--- src/rtl/imem_loader_pkg.sv ---
// Shared definitions for the instruction-memory boot loader.
// Holds the FSM encoding and the word-address helper.
package imem_loader_pkg;

   typedef enum logic [2:0] {
      LD_IDLE  = 3'd0,
      LD_HDR0  = 3'd1,
      LD_HDR1  = 3'd2,
      LD_DATA  = 3'd3,
      LD_CSUM  = 3'd4,
      LD_DONE  = 3'd5,
      LD_ERROR = 3'd6
   } ld_state_e;

   localparam int LANES  = 4;
   localparam int LANE_W = $clog2(LANES);

   function automatic logic [31:0] word_addr(
      input logic [31:0] base,
      input logic [31:0] idx
   );
      return base + (idx << 2);
   endfunction

endpackage

--- src/rtl/imem_loader_if.sv ---
// Byte-stream valid/ready link feeding the loader.
// master = byte source, slave = loader.
interface imem_loader_if;

   logic       BYTE_VALID;
   logic       BYTE_READY;
   logic [7:0] BYTE_DATA;

   modport master (
      output BYTE_VALID,
      output BYTE_DATA,
      input  BYTE_READY
   );

   modport slave (
      input  BYTE_VALID,
      input  BYTE_DATA,
      output BYTE_READY
   );

endinterface

--- src/rtl/imem_loader_word_asm.sv ---
// Byte-lane assembler: packs payload bytes LSB first into words
// and keeps the modulo-256 payload checksum.
module imem_loader_word_asm
   import imem_loader_pkg::*;
(
   input  logic        CLK,
   input  logic        RST_N,
   input  logic        clr_i,
   input  logic        acc_i,
   input  logic [7:0]  byte_i,
   output logic        word_rdy_o,
   output logic [31:0] word_o,
   output logic [7:0]  csum_o
);

   logic [LANE_W-1:0] lane_q, lane_d;
   logic [23:0]       sh_q, sh_d;
   logic [7:0]        csum_q, csum_d;

   always_ff @(posedge CLK or negedge RST_N) begin
      if (!RST_N) begin
         lane_q <= '0;
         sh_q   <= '0;
         csum_q <= '0;
      end else begin
         lane_q <= lane_d;
         sh_q   <= sh_d;
         csum_q <= csum_d;
      end
   end

   // Older bytes slide toward bit 0 so lane 0 ends up as the LSB.
   always_comb begin
      lane_d = lane_q;
      sh_d   = sh_q;
      csum_d = csum_q;
      if (clr_i) begin
         lane_d = '0;
         sh_d   = '0;
         csum_d = '0;
      end else if (acc_i) begin
         lane_d = lane_q + 1'b1;
         sh_d   = {byte_i, sh_q[23:8]};
         csum_d = csum_q + byte_i;
      end
   end

   assign word_rdy_o = acc_i && !clr_i
                       && (lane_q == LANE_W'(LANES - 1));
   assign word_o     = {byte_i, sh_q};
   assign csum_o     = csum_q;

endmodule

--- src/rtl/imem_loader.sv ---
// Boot loader: parses a counted byte stream, writes imem one word
// at a time and releases the CPU only after the checksum matches.
module imem_loader
   import imem_loader_pkg::*;
#(
   parameter int          ADDR_W    = 10,
   parameter logic [31:0] BASE_ADDR = 32'h0000_0000
) (
   input  logic                CLK,
   input  logic                RST_N,
   input  logic                START,
   imem_loader_if.slave        bs,
   output logic                IMEM_WE,
   output logic [31:0]         IMEM_WADDR,
   output logic [31:0]         IMEM_WDATA,
   output logic                CPU_RST,
   output logic                BUSY,
   output logic                DONE,
   output logic                ERR
);

   ld_state_e         state_q, state_d;
   logic [7:0]        n_lo_q, n_lo_d;
   logic [ADDR_W:0]   n_q, n_d;
   logic [ADDR_W:0]   idx_q, idx_d;
   logic              we_q, we_d;
   logic [31:0]       waddr_q, waddr_d;
   logic [31:0]       wdata_q, wdata_d;

   logic              rdy;
   logic              acc;
   logic              clr;
   logic              word_rdy;
   logic [31:0]       word;
   logic [7:0]        csum;
   logic [16:0]       n_full;
   logic              n_ok;
   logic [ADDR_W:0]   idx_nxt;

   assign rdy = (state_q == LD_HDR0) || (state_q == LD_HDR1)
             || (state_q == LD_DATA) || (state_q == LD_CSUM);
   assign acc = bs.BYTE_VALID && rdy;

   assign n_full  = {1'b0, bs.BYTE_DATA, n_lo_q};
   assign n_ok    = (n_full != 17'd0)
                 && (n_full <= (17'd1 << ADDR_W));
   assign idx_nxt = idx_q + 1'b1;

   imem_loader_word_asm u_asm (
      .CLK        (CLK),
      .RST_N      (RST_N),
      .clr_i      (clr),
      .acc_i      (acc && (state_q == LD_DATA)),
      .byte_i     (bs.BYTE_DATA),
      .word_rdy_o (word_rdy),
      .word_o     (word),
      .csum_o     (csum)
   );

   always_ff @(posedge CLK or negedge RST_N) begin
      if (!RST_N) begin
         state_q <= LD_IDLE;
         n_lo_q  <= '0;
         n_q     <= '0;
         idx_q   <= '0;
         we_q    <= 1'b0;
         waddr_q <= BASE_ADDR;
         wdata_q <= '0;
      end else begin
         state_q <= state_d;
         n_lo_q  <= n_lo_d;
         n_q     <= n_d;
         idx_q   <= idx_d;
         we_q    <= we_d;
         waddr_q <= waddr_d;
         wdata_q <= wdata_d;
      end
   end

   always_comb begin
      state_d = state_q;
      n_lo_d  = n_lo_q;
      n_d     = n_q;
      idx_d   = idx_q;
      we_d    = 1'b0;
      waddr_d = waddr_q;
      wdata_d = wdata_q;
      clr     = 1'b0;
      unique case (state_q)
         LD_IDLE, LD_DONE, LD_ERROR: begin
            if (START) begin
               state_d = LD_HDR0;
               idx_d   = '0;
               n_d     = '0;
               clr     = 1'b1;
            end
         end
         LD_HDR0: begin
            if (acc) begin
               n_lo_d  = bs.BYTE_DATA;
               state_d = LD_HDR1;
            end
         end
         LD_HDR1: begin
            if (acc) begin
               n_d     = n_full[ADDR_W:0];
               state_d = n_ok ? LD_DATA : LD_ERROR;
            end
         end
         LD_DATA: begin
            if (word_rdy) begin
               we_d    = 1'b1;
               wdata_d = word;
               waddr_d = word_addr(BASE_ADDR, 32'(idx_q));
               idx_d   = idx_nxt;
               if (idx_nxt == n_q) state_d = LD_CSUM;
            end
         end
         LD_CSUM: begin
            if (acc) begin
               state_d = (bs.BYTE_DATA == csum) ? LD_DONE
                                                 : LD_ERROR;
            end
         end
         default: state_d = LD_IDLE;
      endcase
   end

   assign bs.BYTE_READY = rdy;
   assign IMEM_WE       = we_q;
   assign IMEM_WADDR    = waddr_q;
   assign IMEM_WDATA    = wdata_q;
   assign BUSY          = rdy;
   assign DONE          = (state_q == LD_DONE);
   assign ERR           = (state_q == LD_ERROR);
   assign CPU_RST       = (state_q != LD_DONE);

endmodule

--- src/flat_wrapper.sv ---
// flat-port wrapper written by rule: the top's interface ports become plain ports
module imem_loader_flat import imem_loader_pkg::*;
#(
   parameter int          ADDR_W    = 10,
   parameter logic [31:0] BASE_ADDR = 32'h0000_0000
)
  (CLK, RST_N, START, IMEM_WE, IMEM_WADDR, IMEM_WDATA, CPU_RST, BUSY, DONE, ERR, bs_BYTE_VALID, bs_BYTE_DATA, bs_BYTE_READY);
  imem_loader_if bs_i ();
  input  logic CLK;
  input  logic RST_N;
  input  logic START;
  output logic IMEM_WE;
  output logic [31:0] IMEM_WADDR;
  output logic [31:0] IMEM_WDATA;
  output logic CPU_RST;
  output logic BUSY;
  output logic DONE;
  output logic ERR;
  input wire logic [$bits(bs_i.BYTE_VALID)-1:0] bs_BYTE_VALID;
  input wire logic [$bits(bs_i.BYTE_DATA)-1:0] bs_BYTE_DATA;
  output wire logic [$bits(bs_i.BYTE_READY)-1:0] bs_BYTE_READY;
  assign bs_i.BYTE_VALID = bs_BYTE_VALID;
  assign bs_i.BYTE_DATA = bs_BYTE_DATA;
  assign bs_BYTE_READY = bs_i.BYTE_READY;
  imem_loader #(.ADDR_W(ADDR_W), .BASE_ADDR(BASE_ADDR)) u_core (.CLK(CLK), .RST_N(RST_N), .START(START), .bs(bs_i), .IMEM_WE(IMEM_WE), .IMEM_WADDR(IMEM_WADDR), .IMEM_WDATA(IMEM_WDATA), .CPU_RST(CPU_RST), .BUSY(BUSY), .DONE(DONE), .ERR(ERR));
endmodule
--- config.mk ---
export PLATFORM = sky130hd
export DESIGN_NAME = imem_loader_flat
export DESIGN_NICKNAME = d
export VERILOG_FILES = /design/src/rtl/imem_loader_pkg.sv /design/src/rtl/imem_loader_if.sv /design/src/rtl/imem_loader_word_asm.sv /design/src/rtl/imem_loader.sv /design/src/flat_wrapper.sv
export SDC_FILE = /design/constraint.sdc
export NUM_CORES = 1
export LEC_CHECK = 0
export CAP_MARGIN = 0
export CORE_AREA = 2 2 117 91
export DETAILED_ROUTE_END_ITERATION = 8
export DIE_AREA = 0 0 119 93
export PLACE_DENSITY = 0.79
export SLEW_MARGIN = 5
export SYNTH_ARGS = -nofsm -noshare
export SYNTH_HDL_FRONTEND = slang
export SYNTH_SLANG_ARGS = --single-unit
--- constraint.sdc ---
create_clock -name CLK -period 2.6 [get_ports CLK]
set_clock_uncertainty 0.15 [all_clocks]
set_input_delay 0.52 -clock CLK [delete_from_list [all_inputs] [get_ports CLK]]
set_output_delay 0.52 -clock CLK [all_outputs]
set_load 0.05 [all_outputs]
==> results.yml, run 1 <==
run_status:
  status: "completed"
power_and_ir_drop:
  p_leak_uw: 0.003010
  max-vdd-ir-drop_mv: 0.7991
  power.density_nw_per_um2: 1217
cells_and_area:
  finalInstanceArea_um2: 6369
  fin_cells: 701
  area_growth_pct: 21.39
  drive_above_1_share_pct: 16.46
  antenna_cells: 0
  nets: 582
worst_setup_path:
  endpoint_kind: "flip-flop"
  slowest_stage: "clkdlybuf4s50_1"
  crit_fanout: 2
  crit_arrival_ps: 2560
  startpoint_type: "primary input"
  worst-r2r-setup-slack_ps: 140
  crit_required_ps: 2690
  cp_slowest_stage_delay_ps: 460
  worstPathCellList: "clkdlybuf4s50_1, ha_1, fa_1, a21o_1, a21oi_2, o21bai_1, a21oi_1, xnor2_1, a22o_1"
  critical_path_class: "primary input to flip-flop"
clock_tree:
  cts_max_path_buffers: 2
  clkTransAtPathRegs_ps: 70
  cts_tree: "built"
  htreeDepth: 3
  cts_num_sinks: 111
  cts_made_buffers: 9
  worstSkewPairLatency_ps: 350
  root_buffer: "clkbuf_16"
timing:
  max_freq_mhz: 404.9
  setup_violations: 0
  final.min_clock_period_ps: 2470
  fin_crit_sh_pct: 94.99
  finalHoldViolCount: 0
  worstMarginPinSlew_ps: 683.3
  max_slew_margin_pct: 54.28
  holdWs_ps: 329.1
  slew_violations: 0
  rsz0062_at_grt: "no"
detailed_routing:
  num_vias: 3977
  first_pass_iters: 5
  drt-total-wl_um: 11830
  post-route-drc-count: 0
  drtIter0Drc: 231
  post_drt_wl_per_cell_um: 16.88
  via_per_inst: 5.673
  postRouteAntennaNets: 0
synth:
  yosysUniqueCellTypes: 56
  synth_edf_count: 0
  avgSynthCellArea_um2: 10.66
  ys.flop_type: "dfrtp_1"
  ys_seq_area_share_pct: 52.95
  async_reset_ff_share_pct: 100.0
  synthCells: 492
  yosys_register_bits: 111
  ys_warn_count: 0
  syn-cell-area_um2: 5246
placed_design:
  place_inst: 684
  io_buffers: 60
  postPlaceCellArea_um2: 6046
  gp_congestion: 0.9265
  dpl.hpwl_um: 8122
floorplanning:
  core_um2: 9970
  std_cell_rows: 32
  die_y_um: 93
  fp.dieW_um: 119
  pin_count: 82
  initial_core_util_pct: 52.62
  die_area_um2: 11070
global_route:
  grt-ovfl-total: 0
  grt_use_total_pct: 22.81
  grt_pass1_wl_um: 19750
  grt_max_degree: 51
  antenna_found_initial: 0
  grt_pass1_vias: 3898
min_path:
  min_path_type: "flip-flop to flip-flop"
job:
  max_cap_viol_count: 0
==> stage by stage <==
step | setup slack (ps) | TNS (ps) | utilization (%) | total power, µW
floorplan | 228.1 | 0 | - | 5274
global placement | -172.6 | -304.4 | 60.64 | 6218
detailed placement | -297.6 | -618.8 | 60.64 | 6371
CTS | 77.98 | 0 | 63.75 | 7768
global route | 3.793 | 0 | 63.88 | 8186
finish | 130.2 | 0 | 63.88 | 7753
==> path summary, 6_finish.rpt <==
kind	startpoint	depth (start not counted)	to
setup / recovery	bs_BYTE_DATA[0]	9	u_core.u_asm.csum_o[6]$_DFFE_PN0P_
hold reg to reg	u_core.IMEM_WDATA[4]$_DFFE_PN0P_	2	u_core.IMEM_WDATA[4]$_DFFE_PN0P_
min in group asynchronous	RST_N	2	u_core.u_asm.csum_o[7]$_DFFE_PN0P_
hold / removal	u_core.IMEM_WDATA[4]$_DFFE_PN0P_	2	u_core.IMEM_WDATA[4]$_DFFE_PN0P_
setup reg to reg	u_core.idx_q[0]$_DFFE_PN0P_	7	u_core.state_q[1]$_DFFE_PN0P_
max in group asynchronous	RST_N	3	u_core.n_lo_q[7]$_DFFE_PN0P_
==> final cells by class <==
| class | instances | area, µm² |
|---|---|---|
| inverters | 5 | 18.77 |
| fillers | 781 | 3601 |
| clock inverters | 4 | 33.78 |
| repair buffers | 90 | 850.8 |
| clock buffers | 12 | 266.5 |
| well taps | 136 | 170.2 |
| flip-flops and latches | 111 | 2778 |
| multi-input cells | 343 | 2251 |
==> critical path, delay by kind of cell <==
kind | cells | cell delay, ps
compound gates | 5 | 820
fa+ha+maj | 2 | 650
buf+inv | 1 | 460
xor+xnor | 1 | 100
==> cell families after synthesis <==
logic type | count (synthesis) | share of synthesized area (%)
AND/OR/NAND/NOR | 158 | 13.81
flip-flops | 111 | 52.95
adder cells (fa/ha/maj) | 10 | 2.528
buffers and inverters | 58 | 6.010
multiplexers | 29 | 6.177
other | 1 | 0.07148
AO/OA/AOI/OAI | 104 | 14.95
XOR/XNOR | 21 | 3.506
==> report_power, final <==
part | leakage [µW] | internal [µW] | switching, µW | total (µW)
Clock | 0.000152 | 741 | 621 | 1360
Sequential | 0.00141 | 2380 | 519 | 2900
Combinational | 0.00144 | 1410 | 2080 | 3500
Total | 0.00301 | 4530 | 3220 | 7750
==> flip-flops by register name, indices dropped and copies added, names as in the netlist <==
| register | flops |
|---|---|
| u_core.u_asm.csum_o | 8 |
| u_core.IMEM_WDATA | 32 |
| u_core.u_asm.sh_q | 24 |
| u_core.n_lo_q | 8 |
| u_core.idx_q | 11 |
| u_core.n_q | 11 |
| u_core.IMEM_WADDR | 11 |
| u_core.u_asm.lane_q | 2 |
| u_core.state_q | 3 |
| u_core.IMEM_WE | 1 |
==> cells in the final DEF, fill, tap and decap left out, types with 9 or more instances in the layout <==
master,netlist,layout
nor3_1,9,9
nand2_1,87,86
clkbuf_16,0,9
a22o_1,44,44
ha_1,9,9
nor2_1,23,20
xnor2_1,14,14
o21ai_0,12,12
conb_1,1,21
clkdlybuf4s50_1,0,54
buf_4,24,32
o21ai_1,13,13
dfrtp_1,111,111
mux2_2,27,27
==> cells in the mapped netlist (2+ instances only) <==
cell | instances | area (µm²)
a211o_1 | 2 | 17.52
a211oi_1 | 2 | 15.01
a21o_1 | 4 | 30.03
a21oi_1 | 9 | 45.04
a22o_1 | 44 | 385.4
and2_1 | 2 | 12.51
and3_1 | 5 | 31.28
buf_2 | 6 | 30.03
buf_4 | 24 | 180.2
clkbuf_1 | 23 | 86.33
dfrtp_1 | 111 | 2778
ha_1 | 9 | 112.6
inv_1 | 3 | 11.26
inv_2 | 2 | 7.510
mux2_2 | 27 | 304.0
mux2i_1 | 2 | 20.02
nand2_1 | 87 | 326.6
nand2b_1 | 4 | 25.02
nand3_1 | 3 | 15.01
nand4_1 | 6 | 37.54
nor2_1 | 23 | 86.33
nor2b_1 | 2 | 12.51
nor3_1 | 9 | 45.04
nor3b_1 | 2 | 15.01
nor4_1 | 4 | 25.02
o21ai_0 | 12 | 60.06
o21ai_1 | 13 | 65.06
o31ai_1 | 3 | 22.52
o41ai_1 | 2 | 17.52
or3_1 | 2 | 12.51
xnor2_1 | 14 | 122.6
xor2_1 | 7 | 61.31
==> routing by layer <==
layer | part of all wire (%) | GRT usage [%] | wire [µm] | vias up
li1 | - | - | - | 1832
met1 | 45 | 31.56 | 5331 | 1980
met2 | 48 | 36.06 | 5676 | 147
met3 | 5.3 | 4.573 | 623 | 18
met4 | 1.7 | 8.333 | 199 | 0
met5 | 0 | 0 | 0 | -
==> repair_timing <==
item	CTS	global route
setup buffers	0	0
endpoints found under the setup margin	0	4
endpoints found under the hold margin	33	0
resized for setup	0	3
hold buffers	1	0
No activity file was read; power rests on OpenSTA's default activity.
==> run 2: changes to the inputs <==
--- a/config.mk
+++ b/config.mk
@@ -10,6 +10,7 @@
 export DETAILED_ROUTE_END_ITERATION = 8
 export DIE_AREA = 0 0 119 93
 export PLACE_DENSITY = 0.79
+export REMOVE_ABC_BUFFERS = 1
 export SLEW_MARGIN = 5
 export SYNTH_ARGS = -nofsm -noshare
 export SYNTH_HDL_FRONTEND = slang
==> results.yml, run 2 (synthesis gave the netlist of run 1 again) <==
clock_tree:
  ctsResizeCount: 0
  worstSkewPairLatency_ps: 350
  cts_max_path_buffers: 2
  clkTransAtPathRegs_ps: 70
  cts_made_buffers: 9
  cts_num_sinks: 111
  root_buffer: "clkbuf_16"
  cts_tree: "built"
  htreeDepth: 3
timing:
  fin_crit_sh_pct: 97.28
  layout_setup_ws_ps: 70.78
  slew_violations: 0
  final.min_clock_period_ps: 2529
  max_slew_margin_pct: 50.35
  setup_violations: 0
  max_freq_mhz: 395.4
  rsz0062_at_grt: "no"
  worstMarginPinSlew_ps: 742.0
  finalHoldViolCount: 0
floorplanning:
  die_y_um: 93
  core_um2: 9970
  fp.dieW_um: 119
  initial_core_util_pct: 52.62
  pin_count: 82
  die_area_um2: 11070
  std_cell_rows: 32
worst_setup_path:
  crit_fanout: 2
  startpoint_type: "primary input"
  regToRegStartpoint: "u_core.idx_q[1]$_DFFE_PN0P_"
  crit_required_ps: 2690
  critical_path_class: "primary input to flip-flop"
  endpoint_kind: "flip-flop"
  crit_arrival_ps: 2620
  reg2regPathDepth: 8
  r2r_end: "u_core.state_q[0]$_DFFE_PN0P_"
  worst-r2r-setup-slack_ps: 170
detailed_routing:
  first_pass_iters: 4
  wl_met1_um: 5421
  num_vias: 3927
  via_per_inst: 5.578
  met3_length_um: 589
  post-route-drc-count: 0
  post_drt_wl_per_cell_um: 16.36
  drt-total-wl_um: 11510
  drtIter0Drc: 340
  postRouteAntennaNets: 0
  wl_met2_um: 5364
  highest_layer: "met4"
global_route:
  grt_use_total_pct: 21.91
  grt_pass1_wl_um: 19240
  grt-ovfl-total: 0
  antenna_found_initial: 0
  grt_max_degree: 44
  grt_pass1_vias: 3858
min_path:
  min_path_type: "flip-flop to flip-flop"
  worstHoldStart: "u_core.IMEM_WDATA[11]$_DFFE_PN0P_"
  min_path_cells: 2
  whs_endpoint: "u_core.IMEM_WDATA[11]$_DFFE_PN0P_"
job:
  max_cap_viol_count: 0
cells_and_area:
  antenna_cells: 0
  drive_above_1_share_pct: 16.37
  largest_register_ff_count: 32
  nets: 585
  fin_cells: 704
  layout_common_cells: "dfrtp_1, nand2_1, clkdlybuf4s50_1"
  final_common_cell: "dfrtp_1"
  area_growth_pct: 21.25
placed_design:
  place_inst: 687
  dp_slack_ps: -218.2
  dpl.hpwl_um: 8003
  gp_congestion: 0.9191
  io_buffers: 60
power_and_ir_drop:
  max-vdd-ir-drop_mv: 0.5518
  finalPower_uw: 7744
  p_leak_uw: 0.003012
  power.density_nw_per_um2: 1217
run_status:
  status: "completed"
## run 2: critical path, stage by stage
cell             delay [ps]
clkdlybuf4s50_1         470
ha_1                    260
fa_1                    410
a21o_1                  170
a21oi_1                 200
o21bai_1                 90
a21oi_1                 200
xnor2_1                 110
a22o_1                  180
## run 2: repair_timing
item                      4_1_cts  5_1_grt
hold endpoints to repair       24        0
buffers inserted                0        0
hold buffers                    1        0
## run 2: power by group
group | total, µW | internal [µW] | switching (µW)
registers | 2870 | 2380 | 498
clock network | 1380 | 703 | 674
logic | 3490 | 1420 | 2070
## run 2: area by class of cell
cell class	count	area, µm²
multi-input cells	343	2236
flip-flops and latches	111	2778
clock buffers	10	239.0
well taps	136	170.2
fillers	796	3608
inverters	5	18.77
repair buffers	93	860.8
clock inverters	6	58.81
## run 2: how the worst max path moves through the flow
stage	to	startpoint	cells after the start	slack, ps
after floorplan	u_core.idx_q[7]$_DFFE_PN0P_	u_core.state_q[0]$_DFFE_PN0P_	7	-2100
after global placement	u_core.u_asm.csum_o[7]$_DFFE_PN0P_	bs_BYTE_DATA[1]	8	-150
after detailed placement	u_core.u_asm.csum_o[6]$_DFFE_PN0P_	bs_BYTE_DATA[0]	9	-220
after CTS	u_core.u_asm.csum_o[6]$_DFFE_PN0P_	bs_BYTE_DATA[0]	9	160
after global routing	u_core.state_q[0]$_DFFE_PN0P_	u_core.idx_q[0]$_DFFE_PN0P_	8	20
final	u_core.u_asm.csum_o[6]$_DFFE_PN0P_	bs_BYTE_DATA[0]	9	70
## run 2: metal layers
layer	track usage, %	vias up
met5	0	-
li1	-	1829
met4	5.952	0
met1	31.09	1951
met3	4.817	16
met2	34.39	131
## run 2: stage by stage
step	util (%)	cell area (µm²)	setup TNS, ps	hold WS [ps]
global placement	60.72	6053	-288.7	307.7
CTS	63.81	6361	0	335.2
floorplan	-	5025	-119410	74.41
detailed placement	60.72	6053	-454.0	307.1
global route	63.81	6361	0	355.2
finish	63.81	6361	0	330.1
==> run 3: changes to the inputs <==
--- a/config.mk
+++ b/config.mk
@@ -6,10 +6,11 @@
 export NUM_CORES = 1
 export LEC_CHECK = 0
 export CAP_MARGIN = 0
-export CORE_AREA = 2 2 117 91
+export CORE_AREA = 2 2 123 95
+export CTS_CLUSTER_DIAMETER = 120
 export DETAILED_ROUTE_END_ITERATION = 8
-export DIE_AREA = 0 0 119 93
-export PLACE_DENSITY = 0.79
+export DIE_AREA = 0 0 125 97
+export PLACE_DENSITY = 0.76
 export REMOVE_ABC_BUFFERS = 1
 export SLEW_MARGIN = 5
 export SYNTH_ARGS = -nofsm -noshare
==> constraint.sdc (replaced) <==
create_clock -name CLK -period 2.3 [get_ports CLK]
set_clock_uncertainty 0.15 [all_clocks]
set_input_delay 0.46 -clock CLK [delete_from_list [all_inputs] [get_ports CLK]]
set_output_delay 0.46 -clock CLK [all_outputs]
set_load 0.05 [all_outputs]
==> results.yml, run 3 (synthesis gave the netlist of run 1 again) <==
run_status:
  status: "completed"
clock_tree:
  clkTransAtPathRegs_ps: 70
  root_buffer: "clkbuf_16"
  worstSkewPairLatency_ps: 350
  htreeDepth: 3
  cts_max_path_buffers: 2
  cts_made_buffers: 9
  cts_num_sinks: 111
  cts_tree: "built"
floorplanning:
  die_area_um2: 12130
  die_y_um: 97
  initial_core_util_pct: 48.50
  std_cell_rows: 33
  pin_count: 82
  core_um2: 10820
  fp.dieW_um: 125
cells_and_area:
  drive_above_1_share_pct: 21.45
  largest_register_ff_count: 32
  area_growth_pct: 27.88
  layout_common_cells: "dfrtp_1, nand2_1, buf_4"
  antenna_cells: 0
  final_common_cell: "dfrtp_1"
  nets: 609
worst_setup_path:
  cp_num_cells: 7
  crit_fanout: 4
  cp_slowest_stage_delay_ps: 530
  crit_arrival_ps: 2340
  r2r_end: "u_core.u_asm.csum_o[7]$_DFFE_PN0P_"
  endpoint_kind: "flip-flop"
  critical-path-top-delay-family: "simple AND/OR/NAND/NOR gates"
  worstPathCellList: "clkdlybuf4s50_1, ha_1, nor4_1, a311oi_2, nor2_1, o21ba_1, a211oi_1"
  crit_required_ps: 2380
  regToRegStartpoint: "u_core.u_asm.csum_o[1]$_DFFE_PN0P_"
  startpoint_type: "primary input"
  reg2regPathDepth: 7
  worst-r2r-setup-slack_ps: 60
  critical_path_class: "primary input to flip-flop"
  cp.buffers_inverters: 1
  slowest_stage: "nor4_1"
min_path:
  min_path_type: "flip-flop to flip-flop"
  whs_endpoint: "u_core.IMEM_WDATA[5]$_DFFE_PN0P_"
  min_path_cells: 2
  worstHoldStart: "u_core.u_asm.sh_q[5]$_DFFE_PN0P_"
timing:
  max_slew_margin_pct: 48.81
  final.min_clock_period_ps: 2264
  slew_violations: 0
  layout_setup_ws_ps: 36.17
  setup_violations: 0
  worstMarginPinSlew_ps: 765.0
  finalHoldViolCount: 0
  fin_crit_sh_pct: 98.43
  max_freq_mhz: 441.7
global_route:
  grt-ovfl-total: 0
  antenna_found_initial: 0
  grt_pass1_wl_um: 19890
  grt_max_degree: 39
  grt_use_total_pct: 20.12
  grt_pass1_vias: 4061
detailed_routing:
  postRouteAntennaNets: 0
  post_drt_wl_per_cell_um: 15.98
  num_vias: 3987
  first_pass_iters: 5
  drtIter0Drc: 249
  via_per_inst: 5.447
  drt-total-wl_um: 11700
  post-route-drc-count: 0
power_and_ir_drop:
  max-vdd-ir-drop_mv: 0.5330
  finalPower_uw: 9151
  p_leak_uw: 0.003198
  power.density_nw_per_um2: 1364
placed_design:
  dpl.hpwl_um: 8285
  gp_congestion: 0.8769
  dp_slack_ps: -486.6
  io_buffers: 60
job:
  max_cap_viol_count: 0
## run 3: through the flow
stage,util [%],instances,hold slack [ps],area (µm²),setup TNS (ps)
after floorplan,-,459,14.41,5025,-146720
after global placement,58.18,714,292.1,6294,-1609
after detailed placement,58.18,714,295.9,6294,-2378
after CTS,61.50,731,329.6,6653,0
after global routing,62.02,732,356.2,6709,-77.12
final,62.02,732,327.1,6709,0
## run 3: per-layer routing
layer / GRT usage [%] / part of all wire (%)
met1: 28.54 / 46
met2: 30.94 / 47
met3: 3.872 / 5.0
met4: 7.436 / 2.1
met5: 0 / 0
## run 3: worst max-delay path by stage
stage	startpoint	to	slack, ps
6_report	bs_BYTE_DATA[4]	u_core.state_q[1]$_DFFE_PN0P_	40
3_3_place_gp	bs_BYTE_DATA[1]	u_core.u_asm.csum_o[7]$_DFFE_PN0P_	-400
4_1_cts	bs_BYTE_DATA[0]	u_core.u_asm.csum_o[6]$_DFFE_PN0P_	3
3_5_place_dp	bs_BYTE_DATA[1]	u_core.u_asm.csum_o[7]$_DFFE_PN0P_	-490
2_1_floorplan	u_core.state_q[0]$_DFFE_PN0P_	u_core.idx_q[7]$_DFFE_PN0P_	-2400
5_1_grt	bs_BYTE_DATA[4]	u_core.state_q[1]$_DFFE_PN0P_	-50
## run 3: power by group
group / leakage [µW] / switching (µW) / internal (µW) / total [µW]
combinational: 0.00162 / 2430 / 1750 / 4180
clock: 0.000167 / 716 / 1020 / 1740
sequential: 0.00141 / 544 / 2690 / 3230
## run 3: repair_timing
action                                 in CTS  in global routing
buffers inserted                            0                  1
pin swaps                                   2                  6
endpoints found under the hold margin      33                  0
hold buffers                                1                  0
gates resized for setup                     4                 12
gates cloned                                0                  0
setup endpoints to repair                   2                 32
## run 3: worst min-delay path: stages, from the launching register on
cell,delay [ps]
dfrtp_1,350
nand2_1,50
nand2_1,50
## run 3: cell type report
cell class              count  area (µm²)
fillers                   882        4109
clock buffers              11       252.7
well taps                 140       175.2
flip-flops and latches    111        2779
multi-input cells         343        2292
inverters                   5       18.77
repair buffers            117        1105
clock inverters             5       86.33
